## config.mk

```make
export PLATFORM = sky130hd
export DESIGN_NAME = sha1_padder
export DESIGN_NICKNAME = d
export VERILOG_FILES = /design/src/rtl/sha1_pkg.sv /design/src/rtl/sha1_pad_word.sv /design/src/rtl/sha1_padder.sv
export SDC_FILE = /design/constraint.sdc
export NUM_CORES = 1
export LEC_CHECK = 0
export CORE_MARGIN = 2
export CORE_UTILIZATION = 28
export CTS_BUF_LIST = sky130_fd_sc_hd__clkbuf_4 sky130_fd_sc_hd__clkbuf_8 sky130_fd_sc_hd__clkbuf_16
export CTS_CLUSTER_SIZE = 24
export DETAILED_ROUTE_END_ITERATION = 10
export PLACE_DENSITY = 0.49
export SETUP_SLACK_MARGIN = 0.5
export SLEW_MARGIN = 30
export SYNTH_ARGS = -nofsm -noshare
export SYNTH_HDL_FRONTEND = slang
export SYNTH_SLANG_ARGS = --single-unit
export TNS_END_PERCENT = 30
```

## constraint.sdc

```tcl
create_clock -name clk -period 37.8 [get_ports clk]
set_input_delay 9.45 -clock clk [delete_from_list [all_inputs] [get_ports clk]]
set_output_delay 9.45 -clock clk [all_outputs]
set_load 0.03 [all_outputs]
```

## src/rtl/sha1_pkg.sv

```systemverilog
// Shared constants and FSM state type for the SHA-1 message padder.
package sha1_pkg;

    localparam int unsigned N          = 32;
    localparam int unsigned BLOCK_W    = 512;
    localparam int unsigned WORDS      = 16;
    localparam logic [31:0] PAD_WORD   = 32'h8000_0000;
    localparam logic [3:0]  LEN_HI_IDX = 4'd14;

    typedef enum logic [1:0] {
        FILL,
        PAD,
        LEN,
        OUT
    } state_t;

endpackage

```

## src/rtl/sha1_pad_word.sv

```systemverilog
// Formats the final message word: keeps the valid MSB-first bytes, appends 0x80,
// and flags a full word whose 0x80 marker must go into the following word.
module sha1_pad_word
    import sha1_pkg::*;
(
    input  logic [31:0] in_data,
    input  logic [2:0]  in_nbytes,
    output logic [31:0] word,
    output logic [2:0]  nbytes,
    output logic        pad_pending
);

    always_comb begin
        word        = PAD_WORD;
        nbytes      = in_nbytes;
        pad_pending = 1'b0;
        case (in_nbytes)
            3'd0: word = PAD_WORD;
            3'd1: word = {in_data[31:24], 8'h80, 16'h0000};
            3'd2: word = {in_data[31:16], 8'h80, 8'h00};
            3'd3: word = {in_data[31:8], 8'h80};
            default: begin
                // Counts above 4 saturate to a full word.
                word        = in_data;
                nbytes      = 3'd4;
                pad_pending = 1'b1;
            end
        endcase
    end

endmodule

```

## src/rtl/sha1_padder.sv

```systemverilog
// SHA-1 message padder: packs 32-bit big-endian words into 512-bit blocks and
// appends the 0x80 marker, zero fill and 64-bit bit-length.
module sha1_padder #(
    parameter int N     = 32,
    parameter int LEN_W = 64
) (
    input  logic           clk,
    input  logic           rst,
    input  logic           in_valid,
    output logic           in_ready,
    input  logic [N-1:0]   in_data,
    input  logic           in_last,
    input  logic [2:0]     in_nbytes,
    output logic           blk_valid,
    input  logic           blk_ready,
    output logic [511:0]   blk_data,
    output logic           blk_last
);
    import sha1_pkg::*;

    state_t                   state;
    state_t                   ret_state;
    logic [0:WORDS-1][31:0]   blk_buf;
    logic [3:0]               ptr;
    logic [LEN_W-1:0]         bitlen;
    logic                     pad_pending;
    logic                     final_q;

    logic [31:0]              fmt_word;
    logic [2:0]               fmt_nbytes;
    logic                     fmt_pad;
    logic [63:0]              len_field;

    sha1_pad_word u_pad_word (
        .in_data     (in_data),
        .in_nbytes   (in_nbytes),
        .word        (fmt_word),
        .nbytes      (fmt_nbytes),
        .pad_pending (fmt_pad)
    );

    assign in_ready  = (state == FILL);
    assign len_field = 64'(bitlen);
    // Word 0 is the most significant slice, matching the schedule's W0 ordering.
    assign blk_data  = blk_buf;

    always_ff @(posedge clk or posedge rst) begin
        if (rst) begin
            state       <= FILL;
            ret_state   <= FILL;
            blk_buf     <= '0;
            ptr         <= '0;
            bitlen      <= '0;
            pad_pending <= 1'b0;
            final_q     <= 1'b0;
            blk_valid   <= 1'b0;
            blk_last    <= 1'b0;
        end else begin
            case (state)
                FILL: begin
                    if (in_valid) begin
                        ptr <= ptr + 4'd1;
                        if (!in_last) begin
                            blk_buf[ptr] <= in_data;
                            bitlen       <= bitlen + LEN_W'(32);
                            if (ptr == 4'd15) begin
                                state     <= OUT;
                                ret_state <= FILL;
                                blk_valid <= 1'b1;
                            end
                        end else begin
                            blk_buf[ptr] <= fmt_word;
                            pad_pending  <= fmt_pad;
                            bitlen       <= bitlen + LEN_W'({fmt_nbytes, 3'b000});
                            if (ptr == 4'd15) begin
                                state     <= OUT;
                                ret_state <= PAD;
                                blk_valid <= 1'b1;
                            end else begin
                                state <= PAD;
                            end
                        end
                    end
                end
                PAD: begin
                    // Words 14/15 are reserved for the length once the marker is placed.
                    if (!pad_pending && ptr == LEN_HI_IDX) begin
                        state <= LEN;
                    end else begin
                        blk_buf[ptr] <= pad_pending ? PAD_WORD : '0;
                        pad_pending  <= 1'b0;
                        ptr          <= ptr + 4'd1;
                        if (ptr == 4'd15) begin
                            state     <= OUT;
                            ret_state <= PAD;
                            blk_valid <= 1'b1;
                        end
                    end
                end
                LEN: begin
                    blk_buf[LEN_HI_IDX]        <= len_field[63:32];
                    blk_buf[LEN_HI_IDX + 4'd1] <= len_field[31:0];
                    final_q                    <= 1'b1;
                    blk_valid                  <= 1'b1;
                    blk_last                   <= 1'b1;
                    state                      <= OUT;
                end
                OUT: begin
                    if (blk_ready) begin
                        blk_valid <= 1'b0;
                        blk_last  <= 1'b0;
                        ptr       <= '0;
                        if (final_q) begin
                            final_q <= 1'b0;
                            bitlen  <= '0;
                            state   <= FILL;
                        end else begin
                            state <= ret_state;
                        end
                    end
                end
                default: state <= FILL;
            endcase
        end
    end

endmodule
```

Word level (Yosys, flattened, before mapping)

Index checks and enable logic that the tools add are counted.
Widths: inputs -> output; s select.

ROM bits: 0
RAM bits: 0
Register bits: 587
Output and inout port bits: 515
Memories: 0
Logic and storage cells: 110
Bits in latches: 0

Shift-type cells: 0
Reduce and logical (&&, ||, !) cells: 20
Multiplexer cells: 47
Order comparisons: 2
Equality and inequality tests: 14
Multipliers: 0
Bitwise logic cells: 1
Divide/modulo/power cells: 0
Add/subtract/negate cells: 3

Operators by type and width:

| kind                  | count |
|---|---|
| $bwmux 512            | 3 |
| $mux 512              | 3 |
| $pmux 448 s2          | 1 |
| $mux 64               | 4 |
| $pmux 64 s3           | 1 |
| $demux 32 s4          | 1 |
| $pmux 32 s4           | 1 |
| $pmux 64 s2           | 1 |
| $add 64x6->64         | 1 |
| $add 64x6->64 const B | 1 |
| $mux 32               | 2 |
| $mux 2                | 12 |
| $reduce_and 4->1      | 4 |
| $mux 4                | 3 |
| $pmux 4 s3            | 1 |
| $reduce_and 3->1      | 3 |
| $eq 4x4->1 const B    | 2 |
| $mux 1                | 8 |
| $ne 2x2->1 const B    | 4 |
| $pmux 2 s4            | 1 |
| $eq 3x2->1 const B    | 2 |
| $reduce_bool 2->1     | 3 |
| $reduce_bool 3->1     | 2 |
| $ge 5x5->1 const B    | 1 |
| 18 further kinds      | 22 |

Logic depth before layout (Yosys ltp)

Word-level depth: 9
Mapped depth: 11

By module

Synthesis repeated with hierarchy kept, for this count alone.

Cell total of the unflattened synthesis: 2,402
Area total of the unflattened synthesis: 23,802.8 µm²

By module, submodules not included:

| module        | instances | area each (µm²) | cells each | seq. area each (µm²) |
|---|---|---|---|---|
| sha1_padder   | 1         | 23,513.8        | 2,358      | 14,614.0 |
| sha1_pad_word | 1         | 289.0           | 44         | 0.0 |

Least setup slack after synthesis

Ideal clock, no wire load.

Path type: input to register
Start: input port in_nbytes[0]
End: register bitlen[61]
Setup time: 0.128 ns
Path buffers: 0
Slack: 26.280 ns
Arrival: 11.393 ns
Stages on the path: 9
Required time: 37.672 ns
Path through: nor2b_1 > ha_1 > inv_1 > fa_1 > nor2b_1 > o211a_1 > o211ai_1 > nor4b_1 > mux2_1

Cells in the longest elaborated chain, start to end: 7
Elaborated cells between the ends (all ways): 10

Ends and longest elaborated chain:

| item                                     | line                | RTL |
|---|---|---|
| start: declaration                       | sha1_padder.sv:13   | `input logic [2:0] in_nbytes,` |
| $eq 3x1->1, or another cell as far along | sha1_pad_word.sv:17 | `case (in_nbytes)` |
| $reduce_or 4->1 (no source line)         | --                  |  |
| $mux 3 *                                 | sha1_pad_word.sv:17 |  |
| $add 64x6->64 *                          | sha1_padder.sv:74   | `bitlen <= bitlen + LEN_W'({fmt_nbytes, 3'b000});` |
| $mux 64 *                                | sha1_padder.sv:63   | `if (!in_last) begin` |
| $mux 64 *                                | sha1_padder.sv:61   | `if (in_valid) begin` |
| $pmux 64 s2 *                            | sha1_padder.sv:59   | `case (state)` |
| end signal: assignment                   | sha1_padder.sv:65   | `bitlen <= bitlen + LEN_W'(32);` |
| end signal: assignment                   | sha1_padder.sv:74   |  |
| end: declaration                         | sha1_padder.sv:25   | `logic [LEN_W-1:0] bitlen;` |

Every way passes the cells marked *; elsewhere a longest branch is shown, timed or not. The select of a mux whose other input is x is not followed.
A chain may end at the register's enable or synchronous reset.

==> impl_results.md <==
* Layout cells sized above 1 at 0.0689
* Commonest non-fill, non-tap cell in the layout: dfrtp_1
* Setup crit start kind: input port
* Clock insertion delay at the later pin of the skew report at 600 ps
* Worst EP arrival at 12740 ps
* Switch share at 0.423
* CP Capture Type: asynchronous set/reset pin
* Routed wire per std cell at 22.6 um
* Crit-path slowest cell: buf_4
* Logic pwr share at 0.431
* Setup TNS at 0 ps
* Status: finished clean
* Clock sink total at 584
* Die span in x at 290 um
* Slew Limit Fails at 0
* Via count of the first global-routing pass at 18646
* Max-slew headroom at 0.329
* Post-route ant nets at 0
* # IOs at 555
* Area growth, synth to finish at 39.5%
* Final hold vios at 0
* Maxcap violations at 0
* Max VDD drop at 41.8 uV
* Placement Setup Slack at 24640 ps
* Drt pass-1 iters at 8
* Initial antenna violation count at 5
* Hold bufs inserted after CTS at 0
* Minimum clock period at 12100 ps
* Most used DFF post-synth: dfrtp_1
* CP bufs+invs at 5
* Htree depth at 3
* Die H at 290 um
* NetSw at 1220 uW
* Fill count at 8065
* FMAX at 0.0826 GHz
* Synth async-reset ratio at 1.00
* Clock transition at path regs at 50 ps
* Register area share after synthesis at 0.637
* Power per cell area at 89.8 nW/um2
* RSZ-0062 raised after global routing: false
* Critical path's most frequent cell: buf_4
* Pin count of the biggest net entering global routing at 166
* Actual slew at the worst max-slew pin at 1000 ps
* Synth Warn # at 0
* Number of vias per cell at 4.88
* Post-route clock period utilization at 0.320
* Int Pwr at 1660 uW
* Crit path largest cell delay at 760 ps
* Tot Pwr at 2880 uW
* Worst EP required at 38440 ps
* Root Driver: clkbuf_16
* Longest Clk Path Bufs at 3
* Remaining DRCs at 0
* Netlist cell types at 64
* # rows at 105
* Initial drt markers at 1291
* CTS tree: built
* Post-Syn Nets at 2290
* Core footprint at 81600 um2
* CTS Buf Count at 71
* Footprint of the multi-input gates at 7690 um2
* WL final at 87000 um
* EDFF count, synth at 0
* Via count at 18816
* Starting Density at 0.281
* Crit Path Category: in2async
* First-pass GRT wire length at 129000 um
* Post-CTS sizing at 0
* Final worst slack at 25700 ps
* Seq pwr share at 0.325
* # setup viols final at 0
* Grt ovf at 0
* Commonest non-fill, non-tap cells in the layout: 584 x dfrtp_1, 554 x clkdlybuf4s50_1, 520 x nand2_1, 482 x o21ai_0, 73 x clkbuf_16
* Layout Utilization at 0.392
* Post-CTS setup buffer count at 0
* CP delay by family, top: buffers and inverters
* Port Buf Inserts at 554
* Sequential Area at 14600 um2
* Total GRT Usage at 0.204
* Die area at 84300 um2
* Syn Area/Cell at 10.3 um2
* Clock power share at 0.243
* Flops & latches, synth at 584
* Crit-path cells: clkdlybuf4s50_1 > inv_8 > buf_4 > buf_6 > buf_4
* Max Fanout on Critical Path at 101
* GP Congestion at 0.821
* Post-Synthesis Cells at 2236
* Final net count at 2787
* Final Skew at 13.7 ps
* Leakage power at 0.0136 uW
* Hold crit path type: reg2reg
* Detailed Place HPWL at 61100 um
* Synthesized cell area at 23000 um2
## worst min-delay path, delay by kind of cell, from the launching register on
family / cells / cell delay, ps
AOI/OAI and AO/OA: 1 / 60
and+or+nand+nor: 1 / 50
DFF: 1 / 330
## kinds of logic (layout without fill, tap and decap cells)
family,after synthesis,count (layout),share of synthesized area
other,0,3,0
adder cells (fa/ha/maj),14,14,0.00796
buffers and inverters,187,736,0.0313
AND/OR/NAND/NOR,728,728,0.137
AO/OA/AOI/OAI,696,696,0.176
multiplexers,11,11,0.00507
flip-flops,584,584,0.637
XOR/XNOR,16,16,0.00610
## layer usage
| layer | share of wire | up-vias | routed length [um] | GRT usage |
|---|---|---|---|---|
| met5 | 0.00016 | - | 14 | 0 |
| met4 | 0.042 | 2 | 3610 | 0.0851 |
| met3 | 0.071 | 151 | 6210 | 0.0495 |
| met2 | 0.47 | 686 | 40800 | 0.333 |
| met1 | 0.42 | 9255 | 36300 | 0.260 |
| li1 | - | 8722 | - | - |
## state kept, by name, summed over array words and instances, names as in the netlist
name,count
bitlen,61
blk_data,512
blk_last,1
blk_valid,1
pad_pending,1
ptr,4
ret_state,2
state,2
## power by group through the flow
| stage | Combinational (uW) | Clock [uW] | Sequential (uW) |
|---|---|---|---|
| after floorplan | 302 | 0 | 1280 |
| after global placement | 1230 | 0 | 939 |
| after detailed placement | 1250 | 0 | 946 |
| after CTS | 1260 | 719 | 937 |
| after global routing | 1320 | 746 | 961 |
| final | 1240 | 700 | 935 |
## synth_stat cells (4+ instances only)
cell,n,area (um2)
or4_1,18,135
dfrtp_1,584,14600
o31ai_1,19,143
and2_1,5,31.3
ha_1,13,163
nor2b_1,8,50.1
mux2i_1,8,80.1
a2bb2oi_1,4,35.0
o21ai_0,482,2410
nand2_1,537,2020
or2_2,5,31.3
nor4_1,6,37.5
o2bb2ai_1,60,526
a21oi_1,41,205
nand4_1,12,75.1
a31oi_1,4,25.0
nor3_1,6,30.0
and4_1,9,78.8
nand3_1,28,140
or3_1,18,113
xor2_1,13,114
nand2b_1,12,75.1
and3_1,10,62.6
inv_1,24,90.1
clkbuf_1,158,593
nor2_1,44,165
a22oi_1,53,398
## worst paths after layout
kind / start / end / slack (ps) / cells after the start
max in group clk: in_nbytes[0] / bitlen[61] / 25700 / 10
worst min register to register: blk_data[126] / blk_data[126] / 480 / 2
min in group asynchronous: rst / blk_data[245] / 9360 / 2
worst max register to register: ptr[0] / blk_data[17] / 34470 / 8
worst max-delay path: rst / blk_data[229] / 25700 / 5
worst min-delay path: blk_data[126] / blk_data[126] / 480 / 2
## layout make-up
cell class                 count  area share
timing repair buffer         587       0.183
inverter                      24     0.00305
tap                         1070      0.0418
antenna                        3    0.000234
multi-input combinational   1465       0.240
clock buffer                 107      0.0668
sequential                   584       0.456
clock inverter                18     0.00875
## per-stage QoR
stage / cells / hold slack [ps] / cell area [um2]
2_1_floorplan: 2236 / 460 / 23000
3_3_place_gp: 3728 / 462 / 29500
3_5_place_dp: 3729 / 469 / 29600
4_1_cts: 3854 / 480 / 32000
5_1_grt: 3855 / 499 / 32000
6_report: 3858 / 475 / 32000
Note: power is estimated with default switching activity, not from simulation.
